### src/rtl/multisum_scheduler_if.sv
`default_nettype none
// ============================================================================
// Module      : multisum_scheduler_if
// Description : Requester-side and MultiSum-side bus of multisum_scheduler.
//               The master modport is the environment (requesters plus the
//               MultiSum instance). The slave modport is the scheduler.
// Revision    : 1.0  initial release
// ============================================================================
interface multisum_scheduler_if #(
  parameter int NUM_REQ = 4,
  parameter int DATA_W  = 32
);
  logic [NUM_REQ-1:0]          req;
  logic [NUM_REQ*4*DATA_W-1:0] req_data;
  logic [NUM_REQ-1:0]          ack;
  logic [DATA_W-1:0]           result;
  logic [2:0]                  grant_id;
  logic                        busy;
  logic                        err;
  logic [DATA_W-1:0]           ms_in0;
  logic [DATA_W-1:0]           ms_in1;
  logic [DATA_W-1:0]           ms_in2;
  logic [DATA_W-1:0]           ms_in3;
  logic                        ms_start;
  logic [DATA_W-1:0]           ms_sum;
  logic                        ms_done;

  modport master (
    output req, req_data, ms_sum, ms_done,
    input  ack, result, grant_id, busy, err,
    input  ms_in0, ms_in1, ms_in2, ms_in3, ms_start
  );

  modport slave (
    input  req, req_data, ms_sum, ms_done,
    output ack, result, grant_id, busy, err,
    output ms_in0, ms_in1, ms_in2, ms_in3, ms_start
  );
endinterface
`default_nettype wire

### src/rtl/multisum_scheduler.sv
`default_nettype none
// ============================================================================
// Module      : multisum_scheduler
// Description : Round-robin arbiter/sequencer sharing one MultiSum adder
//               between NUM_REQ requesters. Grants one requester, loads its
//               four operands, pulses ms_start, waits for a rising edge of
//               ms_done and returns the sum with a one-cycle one-hot ack.
//               Optional watchdog: define MSCHED_TIMEOUT_EN to abort WAIT
//               after TIMEOUT cycles with result = 0 and err = 1.
// Revision    : 1.0  initial release
// ============================================================================
module multisum_scheduler #(
  parameter int NUM_REQ = 4,
  parameter int DATA_W  = 32,
  parameter int TIMEOUT = 255
) (
  input  logic                  clk,
  input  logic                  reset,
  multisum_scheduler_if.slave   bus
);

  typedef enum logic [1:0] {
    S_IDLE   = 2'd0,
    S_LAUNCH = 2'd1,
    S_WAIT   = 2'd2,
    S_RESP   = 2'd3
  } state_t;

  state_t              r_state;
  logic [2:0]          r_rr_ptr;
  logic                r_done_q;
  logic [NUM_REQ-1:0]  r_ack;
  logic [DATA_W-1:0]   r_result;
  logic [2:0]          r_grant_id;
  logic                r_busy;
  logic                r_ms_start;
  logic [DATA_W-1:0]   r_ms_in0;
  logic [DATA_W-1:0]   r_ms_in1;
  logic [DATA_W-1:0]   r_ms_in2;
  logic [DATA_W-1:0]   r_ms_in3;

`ifdef MSCHED_TIMEOUT_EN
  localparam int c_cnt_w = $clog2(TIMEOUT + 1);
  logic                r_err;
  logic [c_cnt_w-1:0]  r_wd_cnt;
`endif

  logic                w_any;
  logic [2:0]          w_pick;
  logic                w_found_hi;
  logic [2:0]          w_pick_hi;
  logic                w_found_lo;
  logic [2:0]          w_pick_lo;
  logic                w_done_edge;
  logic [DATA_W-1:0]   w_word [NUM_REQ][4];
  logic [DATA_W-1:0]   w_sel  [4];

  // Split the flat operand bus into per-requester words (in0 is the LSB word).
  for (genvar k = 0; k < NUM_REQ; k++) begin : g_unpack_req
    for (genvar w = 0; w < 4; w++) begin : g_unpack_word
      assign w_word[k][w] = bus.req_data[(k*4 + w)*DATA_W +: DATA_W];
    end
  end

  // Round-robin pick: lowest set bit at or above rr_ptr, else lowest set bit overall.
  always_comb begin
    w_found_hi = 1'b0;
    w_pick_hi  = 3'd0;
    w_found_lo = 1'b0;
    w_pick_lo  = 3'd0;
    for (int j = 0; j < NUM_REQ; j++) begin
      if (bus.req[j] && !w_found_hi && (3'(j) >= r_rr_ptr)) begin
        w_found_hi = 1'b1;
        w_pick_hi  = 3'(j);
      end
      if (bus.req[j] && !w_found_lo) begin
        w_found_lo = 1'b1;
        w_pick_lo  = 3'(j);
      end
    end
    w_pick = w_found_hi ? w_pick_hi : w_pick_lo;
    w_any  = |bus.req;
  end

  // Operand mux for the requester about to be granted.
  always_comb begin
    for (int w = 0; w < 4; w++) begin
      w_sel[w] = '0;
    end
    for (int k = 0; k < NUM_REQ; k++) begin
      if (w_pick == 3'(k)) begin
        for (int w = 0; w < 4; w++) begin
          w_sel[w] = w_word[k][w];
        end
      end
    end
  end

  // ms_done history, so a level held over from an earlier operation is not a completion.
  always_ff @(posedge clk) begin
    if (reset) begin
      r_done_q <= 1'b0;
    end else begin
      r_done_q <= bus.ms_done;
    end
  end

  assign w_done_edge = bus.ms_done & ~r_done_q;

  // Sequencer: IDLE -> LAUNCH -> WAIT -> RESP -> IDLE, all outputs registered.
  always_ff @(posedge clk) begin
    if (reset) begin
      r_state    <= S_IDLE;
      r_rr_ptr   <= 3'd0;
      r_ack      <= '0;
      r_result   <= '0;
      r_grant_id <= 3'd0;
      r_busy     <= 1'b0;
      r_ms_start <= 1'b0;
      r_ms_in0   <= '0;
      r_ms_in1   <= '0;
      r_ms_in2   <= '0;
      r_ms_in3   <= '0;
`ifdef MSCHED_TIMEOUT_EN
      r_err      <= 1'b0;
      r_wd_cnt   <= '0;
`endif
    end else begin
      r_ack      <= '0;
      r_ms_start <= 1'b0;
      case (r_state)
        S_IDLE: begin
          if (w_any) begin
            r_grant_id <= w_pick;
            r_ms_in0   <= w_sel[0];
            r_ms_in1   <= w_sel[1];
            r_ms_in2   <= w_sel[2];
            r_ms_in3   <= w_sel[3];
            r_busy     <= 1'b1;
            r_ms_start <= 1'b1;
            r_state    <= S_LAUNCH;
          end
        end
        S_LAUNCH: begin
`ifdef MSCHED_TIMEOUT_EN
          r_wd_cnt <= '0;
`endif
          r_state <= S_WAIT;
        end
        S_WAIT: begin
          if (w_done_edge) begin
            r_result <= bus.ms_sum;
            r_ack    <= NUM_REQ'(1) << r_grant_id;
`ifdef MSCHED_TIMEOUT_EN
            r_err    <= 1'b0;
`endif
            r_state  <= S_RESP;
          end
`ifdef MSCHED_TIMEOUT_EN
          else if (r_wd_cnt == c_cnt_w'(TIMEOUT - 1)) begin
            r_result <= '0;
            r_ack    <= NUM_REQ'(1) << r_grant_id;
            r_err    <= 1'b1;
            r_state  <= S_RESP;
          end else begin
            r_wd_cnt <= r_wd_cnt + 1'b1;
          end
`endif
        end
        S_RESP: begin
          r_rr_ptr <= (r_grant_id == 3'(NUM_REQ - 1)) ? 3'd0 : r_grant_id + 3'd1;
          r_busy   <= 1'b0;
`ifdef MSCHED_TIMEOUT_EN
          r_err    <= 1'b0;
`endif
          r_state  <= S_IDLE;
        end
        default: r_state <= S_IDLE;
      endcase
    end
  end

  assign bus.ack      = r_ack;
  assign bus.result   = r_result;
  assign bus.grant_id = r_grant_id;
  assign bus.busy     = r_busy;
  assign bus.ms_start = r_ms_start;
  assign bus.ms_in0   = r_ms_in0;
  assign bus.ms_in1   = r_ms_in1;
  assign bus.ms_in2   = r_ms_in2;
  assign bus.ms_in3   = r_ms_in3;
`ifdef MSCHED_TIMEOUT_EN
  assign bus.err      = r_err;
`else
  assign bus.err      = 1'b0;
`endif

endmodule
`default_nettype wire
### src/flat_wrapper.sv
// flat-port wrapper written by rule: the top's interface ports become plain ports
module multisum_scheduler_flat 
#(
  parameter int NUM_REQ = 4,
  parameter int DATA_W  = 32,
  parameter int TIMEOUT = 255
)
  (clk, reset, bus_req, bus_req_data, bus_ms_sum, bus_ms_done, bus_ack, bus_result, bus_grant_id, bus_busy, bus_err, bus_ms_in0, bus_ms_in1, bus_ms_in2, bus_ms_in3, bus_ms_start);
  multisum_scheduler_if #(.NUM_REQ(NUM_REQ), .DATA_W(DATA_W)) bus_i ();
  input  logic clk;
  input  logic reset;
  input wire logic [$bits(bus_i.req)-1:0] bus_req;
  input wire logic [$bits(bus_i.req_data)-1:0] bus_req_data;
  input wire logic [$bits(bus_i.ms_sum)-1:0] bus_ms_sum;
  input wire logic [$bits(bus_i.ms_done)-1:0] bus_ms_done;
  output wire logic [$bits(bus_i.ack)-1:0] bus_ack;
  output wire logic [$bits(bus_i.result)-1:0] bus_result;
  output wire logic [$bits(bus_i.grant_id)-1:0] bus_grant_id;
  output wire logic [$bits(bus_i.busy)-1:0] bus_busy;
  output wire logic [$bits(bus_i.err)-1:0] bus_err;
  output wire logic [$bits(bus_i.ms_in0)-1:0] bus_ms_in0;
  output wire logic [$bits(bus_i.ms_in1)-1:0] bus_ms_in1;
  output wire logic [$bits(bus_i.ms_in2)-1:0] bus_ms_in2;
  output wire logic [$bits(bus_i.ms_in3)-1:0] bus_ms_in3;
  output wire logic [$bits(bus_i.ms_start)-1:0] bus_ms_start;
  assign bus_i.req = bus_req;
  assign bus_i.req_data = bus_req_data;
  assign bus_i.ms_sum = bus_ms_sum;
  assign bus_i.ms_done = bus_ms_done;
  assign bus_ack = bus_i.ack;
  assign bus_result = bus_i.result;
  assign bus_grant_id = bus_i.grant_id;
  assign bus_busy = bus_i.busy;
  assign bus_err = bus_i.err;
  assign bus_ms_in0 = bus_i.ms_in0;
  assign bus_ms_in1 = bus_i.ms_in1;
  assign bus_ms_in2 = bus_i.ms_in2;
  assign bus_ms_in3 = bus_i.ms_in3;
  assign bus_ms_start = bus_i.ms_start;
  multisum_scheduler #(.NUM_REQ(NUM_REQ), .DATA_W(DATA_W), .TIMEOUT(TIMEOUT)) u_core (.clk(clk), .reset(reset), .bus(bus_i));
endmodule
### config.mk
export PLATFORM = sky130hd
export DESIGN_NAME = multisum_scheduler_flat
export DESIGN_NICKNAME = d
export VERILOG_FILES = /design/src/rtl/multisum_scheduler_if.sv /design/src/rtl/multisum_scheduler.sv /design/src/flat_wrapper.sv
export SDC_FILE = /design/constraint.sdc
export NUM_CORES = 1
export LEC_CHECK = 0
export ABC_AREA = 1
export CAP_MARGIN = 15
export CORE_AREA = 2 2 279 281
export CTS_BUF_LIST = sky130_fd_sc_hd__clkbuf_4 sky130_fd_sc_hd__clkbuf_8 sky130_fd_sc_hd__clkbuf_16
export DETAILED_ROUTE_END_ITERATION = 8
export DIE_AREA = 0 0 281 283
export HOLD_SLACK_MARGIN = 0.03
export MAX_ROUTING_LAYER = met4
export PLACE_DENSITY = 0.36
export SLEW_MARGIN = 25
export SYNTH_ARGS = -nofsm -noshare
export SYNTH_HDL_FRONTEND = slang
export SYNTH_SLANG_ARGS = --single-unit
### constraint.sdc
create_clock -name clk -period 3 [get_ports clk]
set_clock_uncertainty 0.2 [all_clocks]
set_input_delay 0.45 -clock clk [delete_from_list [all_inputs] [get_ports clk]]
set_output_delay 0.45 -clock clk [all_outputs]
set_load 0.005 [all_outputs]
* After elaboration in Yosys (flattened, before gate mapping) *
Index checks and enable logic that the tools add are counted.

cells by class
  add/sub/neg operators = 1
  order comparisons = 4
  equality and inequality tests = 9
  shifts and indexed selects = 1
  multiplexer cells = 25
  bitwise gates (word level) = 5
  reductions and logical operators = 26

operators with widths
  operator             count
  $mux 128             4
  $mux 2               7
  $mux 1               11
  $logic_and 1x1->1    10
  $eq 3x2->1 const B   3
  $pmux 2 s4           1
  $reduce_and 2->1     4
  $ge 1x3->1 const A   2
  $ge 2x3->1 const A   2
  $logic_not 1->1      6
  $eq 2x2->1 const B   2
  $ne 2x1->1 const B   2
  $not 1->1            4
  $reduce_or 4->1      1
  $shl 1x3->4 const A  1
  $add 3x1->3 const B  1
  $eq 3x1->1 const B   1
  $logic_not 3->1      1
  $mux 3               1
  $reduce_or 3->1      1
  $eq 2x1->1 const B   1
  $logic_not 2->1      1
  $pmux 1 s2           1
  $reduce_bool 2->1    1
  2 further kinds      2

word-level totals
  flip-flop bits (word level) = 175
  output and inout bits = 170
  word-level logic and storage cells = 83

* Longest topological paths before layout *
Gate-level depths: netlist of run 1.

  depth after elaboration = 21
  depth in mapped cells = 13
  gate-level depth less buffers = 12

* Worst setup path before layout of run 1 *
No wires, ideal clock.

  kind = in2reg
  start = input bus_req[0]
  end = register u_core.r_ms_in3[15] (netlist: u_core.bus.ms_in3[15])
  library setup time = 0.132 ns
  arrival time = 1.648 ns
  path slack = 1.020 ns
  stages on the path = 9
  path buffers = 3
  cells stage by stage = inv_1 nand2_1 o21ai_0 buf_2 buf_2 clkbuf_1 nor2_1 nand2_1 a21oi_1

on the way
  cells in the longest elaborated chain, start to end = 20

ends and longest elaborated chain
  what                              line                       RTL
  start: declaration                flat_wrapper.sv:12         input wire logic [$bits(bus_i.req)-1:0] bus_req;
  $logic_and 1x1->1                 multisum_scheduler.sv:72   if (bus.req[j] && !w_found_hi && (3'(j) >= r_rr_ptr)) begin
  $mux 1                            multisum_scheduler.sv:72
  $logic_not 1->1                   multisum_scheduler.sv:72
  $logic_and 1x1->1 (2 in series)   multisum_scheduler.sv:72
  $mux 1                            multisum_scheduler.sv:72
  $logic_not 1->1                   multisum_scheduler.sv:72
  $logic_and 1x1->1 (2 in series)   multisum_scheduler.sv:72
  $mux 1                            multisum_scheduler.sv:72
  $logic_not 1->1                   multisum_scheduler.sv:72
  $logic_and 1x1->1 (2 in series)   multisum_scheduler.sv:72
  $mux 2 or $mux 1 (tied branches)  multisum_scheduler.sv:72
  $mux 2                            multisum_scheduler.sv:81   w_pick = w_found_hi ? w_pick_hi : w_pick_lo;
  $logic_not 3->1                   multisum_scheduler.sv:91   if (w_pick == 3'(k)) begin
  $mux 128 (4 in series)            multisum_scheduler.sv:91
  end signal: assignment            multisum_scheduler.sv:138  r_ms_in3 <= w_sel[3];
  end: declaration                  multisum_scheduler.sv:40   logic [DATA_W-1:0] r_ms_in3;

Several ways; a longest one is shown, not always the timed one.
A chain may end at the register's enable or synchronous reset.

* Worst setup path in the final report of run 1 *
  start = input bus_req[1]
  end = register u_core.r_ms_in1[26] (netlist: u_core.bus.ms_in1[26])

on the way
  cells in the longest elaborated chain, start to end = 17

ends and longest elaborated chain
  what                              line                       RTL
  $logic_and 1x1->1 (2 in series)   multisum_scheduler.sv:72
  $mux 1                            multisum_scheduler.sv:72
  $logic_not 1->1                   multisum_scheduler.sv:72
  $logic_and 1x1->1 (2 in series)   multisum_scheduler.sv:72
  $mux 1                            multisum_scheduler.sv:72
  $logic_not 1->1                   multisum_scheduler.sv:72
  $logic_and 1x1->1 (2 in series)   multisum_scheduler.sv:72
  $mux 2 or $mux 1 (tied branches)  multisum_scheduler.sv:72
  $mux 2                            multisum_scheduler.sv:81
  $logic_not 3->1                   multisum_scheduler.sv:91
  $mux 128 (4 in series)            multisum_scheduler.sv:91
  end signal: assignment            multisum_scheduler.sv:136  r_ms_in1 <= w_sel[1];
  end: declaration                  multisum_scheduler.sv:38   logic [DATA_W-1:0] r_ms_in1;

Several ways; a longest one is shown, not always the timed one.

==> summary.md, run 1 <==
| Metric | Value |
|---|---|
| Initial standard-cell utilization of the core | `13.3%` |
| Growth of design area from synthesis to finish | `89.8%` |
| Pre-CTS setup slack | `0.165 ns` |
| Overall fraction of global-route tracks in use | `17.8%` |
| Share of synthesized registers carrying an async set or reset | `0%` |
| Detailed-router iteration count before antenna repair | `7` |
| Maximum number of buffers from clock root to sink | `2` |
| Layout cell share with drive strength beyond 1 | `4.69%` |
| Number of sinks on the clock net | `173` |
| CTS tree | `yes` |
| Vias in the first global route | `14300` |
| Count leader, synth | `sky130_fd_sc_hd__nand2_1` |
| Worst endpoint data arrival time | `2.51 ns` |
| Number of instances resized during post-cts repair | `0` |
| CTS buffer count | `17` |
| Top_reg_cell synth | `sky130_fd_sc_hd__dfxtp_1` |
| Final std cells w/o fill | `3404` |
| Net count reported at finish | `2886` |
| Num rows | `102` |
| Buffers inserted by post-CTS timing repair | `0` |
| Initial antenna violation count | `23` |
| Die boundary height | `283 µm` |
| Number of enable-type register cells in the synthesized netlist | `0` |
| DRC viols | `0` |
| Worst-skew pair later-pin latency | `0.48 ns` |
| Number of storage elements in the synthesis netlist | `173` |
| Share of the core filled with cells in the final layout | `25.3%` |
| Sequential share of the synthesized area | `33.8%` |
| Total wire length | `70200 µm` |
| Final setup violation count | `0` |
| Status | `finished, final reports clean` |
| PwrDens | `625 nW/µm²` |
| Number of routed nets with antenna violations | `0` |
| Final count of hold timing violations | `0` |
| Leak Pwr | `7.47 nW` |
| Cell count after synthesis | `1681` |
| Final setup margin | `0.714 ns` |
| Detailed placer's ending HPWL | `53700 µm` |
| Avg WL per Cell | `20.6 µm` |
| Placed Instances | `3351` |
| Top-area cell type share of the netlist area | `33.8%` |
| Slew Limit Headroom | `57.5%` |
| RSZ-0062 raised after global routing | `no` |
| Max IR drop VDD | `0.000497 V` |
| Starting DRC count in detailed routing | `762` |
| Count of vias placed by the detailed router | `13900` |
| Path type of the worst min-delay path | `input pin to flip-flop` |
| Post-synthesis instance area | `10200 µm²` |
| WS Path Type | `input pin to flip-flop` |
| Fillcell total | `8521` |
| IO Count | `721` |
| TNS Setup | `0 ns` |
| Share of the cycle needed by the critical path after routing | `76.2%` |
| Number of max-slew violations in the final report | `0` |
| Number of H-tree levels | `4` |
| Wire length of the first global-routing pass | `100000 µm` |
| Quantity of hold-fixing buffers added after cts | `0` |
| Dominant cells by area after synthesis | `sky130_fd_sc_hd__dfxtp_1, sky130_fd_sc_hd__nand2_1, sky130_fd_sc_hd__a21oi_1, sky130_fd_sc_hd__nor2_1, sky130_fd_sc_hd__nand3_1` |
| Number of port buffers | `718` |
| Number of maximum-capacitance constraint violations | `0` |
| GP Congestion | `0.874` |
| Type of origin of the critical path | `input pin` |
| Largest area contributor in the netlist | `sky130_fd_sc_hd__dfxtp_1` |
| Clock root buffer | `sky130_fd_sc_hd__clkbuf_16` |
| Transition time at the pin with the least slew margin | `0.638 ns` |
| Overall Power | `12.1 mW` |
| Number of distinct library cells after synthesis | `32` |
| Pin count of the biggest net entering global routing | `109` |
| Peak Freq | `438 MHz` |
| Routed vias/inst | `4.09` |
| Floorplan Core Area | `76700 µm²` |
| Largest fanout on the critical path | `55` |
| Leftover overflow at the end of global routing | `0` |
| Data required time at the worst endpoint | `3.22 ns` |
| Overall die area | `79500 µm²` |
| Die W | `281 µm` |
| Critical Path End Type | `flip-flop` |
| Clock-pin slew on the worst setup and hold paths | `0.09 ns` |
| Most instantiated cells after synthesis | `sky130_fd_sc_hd__nand2_1, sky130_fd_sc_hd__nor2_1, sky130_fd_sc_hd__a21oi_1, sky130_fd_sc_hd__dfxtp_1, sky130_fd_sc_hd__nand3_1` |
| Period minus WS final | `2.29 ns` |
| Synth warn | `0` |
| Mean area per synthesized cell | `6.09 µm²` |
flip-flops by register name (all words and copies together), names as in the netlist:
register / cells
u_core.bus.ms_in0: 32
u_core.bus.ms_in1: 32
u_core.bus.ms_in2: 32
u_core.bus.ms_in3: 32
u_core.bus.result: 32
u_core.bus.ack: 4
u_core.bus.grant_id: 2
u_core.r_rr_ptr: 2
u_core.r_state: 2
u_core.bus.busy: 1
u_core.bus.ms_start: 1
u_core.r_done_q: 1
worst paths after layout:
check / startpoint / end / slack (ns) / cells after the start
setup / recovery: bus_req[1] / u_core.bus.ms_in1[26] / 0.71 / 12
hold / removal: reset / u_core.bus.result[23] / 0.20 / 2
setup reg to reg: u_core.r_state[0] / u_core.bus.ms_in3[18] / 0.82 / 9
hold reg to reg: u_core.bus.ms_in0[11] / u_core.bus.ms_in0[11] / 0.27 / 2
layout make-up:
class	count	area, µm²	area share, %
inverters	54	205	1.06
flip-flops and latches	173	3460	17.8
clock inverters	15	185	0.953
clock buffers	17	425	2.19
diodes	21	52.6	0.270
multi-input cells	1316	5940	30.6
repair buffers	768	7850	40.4
well taps	1040	1300	6.70
cell families after synthesis:
group,count (synthesis),synth area share (%)
other,1,0.0366
adders and majority gates,5,0.611
AOI/OAI and AO/OA,264,13.0
DFF,173,33.8
and+or+nand+nor,1045,44.1
buffers and inverters,193,8.42
where the power goes:
| group | internal [mW] | leakage [nW] | switching (mW) |
|---|---|---|---|
| Sequential | 2.92 | 1.42 | 0.374 |
| Combinational | 2.98 | 5.75 | 3.44 |
| Clock | 1.14 | 0.294 | 1.29 |
| Total | 7.04 | 7.47 | 5.11 |
critical path, cell delays in order:
cell and delay, ns:
sky130_fd_sc_hd__clkdlybuf4s50_1 0.55, sky130_fd_sc_hd__inv_1 0.06, sky130_fd_sc_hd__nand2_1 0.19, sky130_fd_sc_hd__nand3b_4 0.11
sky130_fd_sc_hd__nand2_4 0.13, sky130_fd_sc_hd__inv_4 0.09, sky130_fd_sc_hd__nor2_4 0.15, sky130_fd_sc_hd__buf_12 0.25
sky130_fd_sc_hd__nand2_1 0.14, sky130_fd_sc_hd__nand3_1 0.10, sky130_fd_sc_hd__nand2_1 0.06, sky130_fd_sc_hd__a21oi_1 0.11
metal layers:
| layer | up-vias | part of all wire (%) | GRT usage [%] |
|---|---|---|---|
| li1 | 6851 | - | - |
| met1 | 6492 | 41 | 20.0 |
| met2 | 506 | 49 | 29.9 |
| met3 | 83 | 7.0 | 4.87 |
| met4 | 0 | 2.8 | 6.63 |
| met5 | - | 0 | - |
stage by stage:
step | hold WS, ns | instance area (µm²)
floorplan | 0.261 | 10200
global placement | 0.252 | 18800
detailed placement | 0.254 | 18800
CTS | 0.163 | 19400
global route | 0.193 | 19400
finish | 0.201 | 19400
cells in the final DEF (no fill, tap or decap), types with 2 or more instances in the layout:
master	instances
sky130_fd_sc_hd__clkdlybuf4s50_1	717
sky130_fd_sc_hd__nand2_1	527
sky130_fd_sc_hd__nor2_1	228
sky130_fd_sc_hd__a21oi_1	208
sky130_fd_sc_hd__dfxtp_1	173
sky130_fd_sc_hd__nand3_1	145
sky130_fd_sc_hd__nand4_1	102
sky130_fd_sc_hd__o21ai_0	47
sky130_fd_sc_hd__inv_1	46
sky130_fd_sc_hd__buf_4	27
sky130_fd_sc_hd__buf_12	23
sky130_fd_sc_hd__diode_2	21
sky130_fd_sc_hd__clkbuf_16	17
sky130_fd_sc_hd__nand3b_1	12
sky130_fd_sc_hd__or2_0	11
sky130_fd_sc_hd__or2_2	7
sky130_fd_sc_hd__inv_2	6
sky130_fd_sc_hd__o21ai_1	5
sky130_fd_sc_hd__ha_1	5
sky130_fd_sc_hd__nand2_2	4
sky130_fd_sc_hd__inv_8	4
sky130_fd_sc_hd__nand2_4	3
sky130_fd_sc_hd__clkinv_8	3
sky130_fd_sc_hd__inv_12	3
sky130_fd_sc_hd__nor2_4	2
sky130_fd_sc_hd__conb_1	2
sky130_fd_sc_hd__clkinv_4	2
sky130_fd_sc_hd__inv_6	2
(Power assumes the default switching activity.)
==> inputs of run 2 (changes only) <==
Settings changed: CORE_AREA 2 2 279 281 to 2 2 282 284, DIE_AREA 0 0 281 283 to 0 0 284 286, PLACE_DENSITY 0.36 to 0.35.
Clock period 3 ns to 2.3 ns, I/O delays scaled along.
==> summary.md, run 2 (synthesis gave the netlist of run 1 again) <==
| Metric | Value |
|---|---|
| Type of origin of the critical path | `flip-flop` |
| Origin of the worst setup path | `u_core.r_rr_ptr[1]` |
| Net count reported at finish | `2942 (+1.9%)` |
| Data required time at the worst endpoint | `2.51 ns (-0.71 ns)` |
| Overall die area | `81200 µm² (+2.1%)` |
| Number of routed nets with antenna violations | `0 (unchanged)` |
| IO Count | `721 (unchanged)` |
| Final count of hold timing violations | `0 (unchanged)` |
| Vias in the first global route | `14300 (+0.35%)` |
| Period minus WS final | `2.13 ns` |
| CTS tree | `yes` |
| Post-place instance area | `19300 µm² (+2.7%)` |
| Die W | `284 µm (+1.1%)` |
| Count of vias placed by the detailed router | `14100 (+1.1%)` |
| Clock-pin slew on the worst setup and hold paths | `0.09 ns (about the same)` |
| Transition time at the pin with the least slew margin | `0.596 ns (-0.0419 ns)` |
| Status | `finished, final reports clean` |
| Number of H-tree levels | `4 (unchanged)` |
| Max IR drop VDD | `0.000548 V (+10%)` |
| Worst endpoint data arrival time | `2.33 ns (-0.18 ns)` |
| Leak Pwr | `7.77 nW (+4.1%)` |
| Worst-skew pair later-pin latency | `0.49 ns (about the same)` |
| Clock root buffer | `sky130_fd_sc_hd__clkbuf_16` |
| Slew Limit Headroom | `60.3% (+2.8 points)` |
| Finished layout cell area | `20000 µm² (+2.7%)` |
| Pin count of the biggest net entering global routing | `65 (-40%)` |
| Most frequent standard cell in the layout excluding fill and tap cells | `sky130_fd_sc_hd__clkdlybuf4s50_1` |
| GP Congestion | `0.875 (+0.22%)` |
| Leftover overflow at the end of global routing | `0 (unchanged)` |
| Share of the core filled with cells in the final layout | `25.5% (+0.14 points)` |
| TNS Setup | `0 ns (unchanged)` |
| DRC viols | `0 (unchanged)` |
| Path type of the worst min-delay path | `input pin to flip-flop` |
| Reg-to-Reg Start | `u_core.r_rr_ptr[1]` |
| Growth of design area from synthesis to finish | `94.9%` |
| Overall fraction of global-route tracks in use | `17.3% (-0.44 points)` |
| Fillcell total | `8837 (+3.7%)` |
| Initial antenna violation count | `14 (-39%)` |
| Largest fanout on the critical path | `39 (-29%)` |
| Die boundary height | `286 µm (+1.1%)` |
| Detailed placer's ending HPWL | `55600 µm (+3.6%)` |
| Avg WL per Cell | `20.5 µm (-0.78%)` |
| Number of maximum-capacitance constraint violations | `0 (unchanged)` |
| Launch instance of the worst min-delay path | `bus_ms_sum[30]` |
| PwrDens | `806 nW/µm² (+29%)` |
| CTS buffer count | `17 (unchanged)` |
| Routed vias/inst | `4.07 (-0.58%)` |
| Wire length of the first global-routing pass | `100000 µm (about the same)` |
| Floorplan Core Area | `78400 µm² (+2.2%)` |
| Initial standard-cell utilization of the core | `13.1% (-0.28 points)` |
| Critical Path End Type | `flip-flop` |
| Commonest non-fill, non-tap cells in the layout | `sky130_fd_sc_hd__clkdlybuf4s50_1, sky130_fd_sc_hd__nand2_1, sky130_fd_sc_hd__nor2_1` |
| Final setup violation count | `0 (unchanged)` |
| Number of sinks on the clock net | `173 (unchanged)` |
| Layout cell share with drive strength beyond 1 | `6.92% (+2.2 points)` |
| RSZ-0062 raised after global routing | `yes` |
| Maximum number of buffers from clock root to sink | `2 (unchanged)` |
| Share of the cycle needed by the critical path after routing | `92.5%` |
| Num rows | `103 (+0.98%)` |
| WS Path Type | `flip-flop to flip-flop` |
| Detailed-router iteration count before antenna repair | `5 (-2)` |
| Total wire length | `70800 µm (+0.88%)` |
| Number of port buffers | `718 (unchanged)` |
| Starting DRC count in detailed routing | `746 (-2.1%)` |
| Peak Freq | `470 MHz` |
| Number of max-slew violations in the final report | `0 (unchanged)` |
[run 2: cell count changes in the layout (fill, tap and decap cells not counted), sizes merged]
| cell | previous run | this run |
|---|---|---|
| buf | 51 | 106 |
| diode | 21 | 12 |
| clkinv | 6 | 9 |
| inv | 62 | 60 |
| clkdlybuf4s50 | 717 | 716 |
| clkinvlp | 1 | 0 |
| dlygate4sd2 | 0 | 1 |
| dlygate4sd3 | 0 | 1 |
[run 2: power breakdown]
part	total [mW]	internal, mW	switching (mW)
Combinational	8.57	4.10	4.46
Sequential	4.30	3.80	0.500
Clock	3.22	1.51	1.71
Total	16.1	9.42	6.67
[run 2: layout make-up]
cell class / instances / area [µm²] / share of cell area [%]
Multi-Input combinational cell: 1316 / 5950 / 29.8
Inverter: 54 / 205 / 1.03
Clock inverter: 15 / 209 / 1.05
Antenna cell: 12 / 30.0 / 0.150
Tap cell: 1050 / 1310 / 6.58
Sequential cell: 173 / 3460 / 17.4
Clock buffer: 17 / 425 / 2.13
Timing Repair Buffer: 824 / 8360 / 41.9
[run 2: worst max-delay path: stages (launching register included)]
cell	delay (ns)
sky130_fd_sc_hd__dfxtp_1	0.35
sky130_fd_sc_hd__inv_2	0.05
sky130_fd_sc_hd__nand2_1	0.06
sky130_fd_sc_hd__nor2_2	0.05
sky130_fd_sc_hd__buf_4	0.15
sky130_fd_sc_hd__nor2_8	0.09
sky130_fd_sc_hd__nand2_4	0.08
sky130_fd_sc_hd__inv_4	0.14
sky130_fd_sc_hd__buf_12	0.23
sky130_fd_sc_hd__buf_4	0.22
sky130_fd_sc_hd__a21oi_1	0.06
sky130_fd_sc_hd__nand2_1	0.08
sky130_fd_sc_hd__nand3_1	0.09
sky130_fd_sc_hd__a21oi_1	0.14
[run 2: path summary, 6_finish.rpt]
check | end | slack, ns | cells past startpoint
max | u_core.bus.ms_in1[19] | 0.17 | 13
min | u_core.bus.result[30] | 0.20 | 3
max reg2reg | u_core.bus.ms_in1[19] | 0.17 | 13
min reg2reg | u_core.bus.ms_in0[11] | 0.26 | 2
[run 2: timing repair]
action                                 CTS  global route
buffers inserted                         0             0
hold buffers                             1             0
cloned                                   0             0
endpoints found under the hold margin   24             0
setup endpoints to repair                1             9
resized for setup                        1             3
pin swaps                                0             0
[run 2: per-layer routing]
metal	vias to the layer above	part of all wire (%)	global-route usage, %	wire length (µm)
met2	504	50	29.0	35200
met1	6550	41	20.1	29200
met5	-	0	-	0
met4	0	2.4	6.01	1710
li1	6955	-	-	-
met3	74	6.7	4.44	4710
[run 2: per-stage QoR]
step / setup WS, ns / hold slack (ns) / instances / power [mW]
floorplan: 0.425 / 0.261 / 1682 / 8.06
detailed placement: -0.448 / 0.254 / 3416 / 13.1
CTS: 0.0424 / 0.149 / 3449 / 16.5
global placement: -0.444 / 0.253 / 3416 / 13.2
global route: -0.000558 / 0.167 / 3460 / 17.4
finish: 0.171 / 0.202 / 3461 / 16.1
==> inputs of run 3 (changes only) <==
--- a/constraint.sdc
+++ b/constraint.sdc
@@ -4,2 +4,2 @@
 set_output_delay 0.345 -clock clk [all_outputs]
-set_load 0.005 [all_outputs]
+set_load 0.01 [all_outputs]
==> results of run 3 <==
The final DEF is identical to that of run 2. Status: finished, final reports clean.
Among the figures that moved: setup slack after layout 0.171 ns -> 0.167 ns; start point of the critical path u_core.r_rr_ptr[1] -> u_core.bus.grant_id[0]; end point of the critical path u_core.bus.ms_in1[19] -> bus_grant_id[0]; total power 16.1 mW -> 16.4 mW
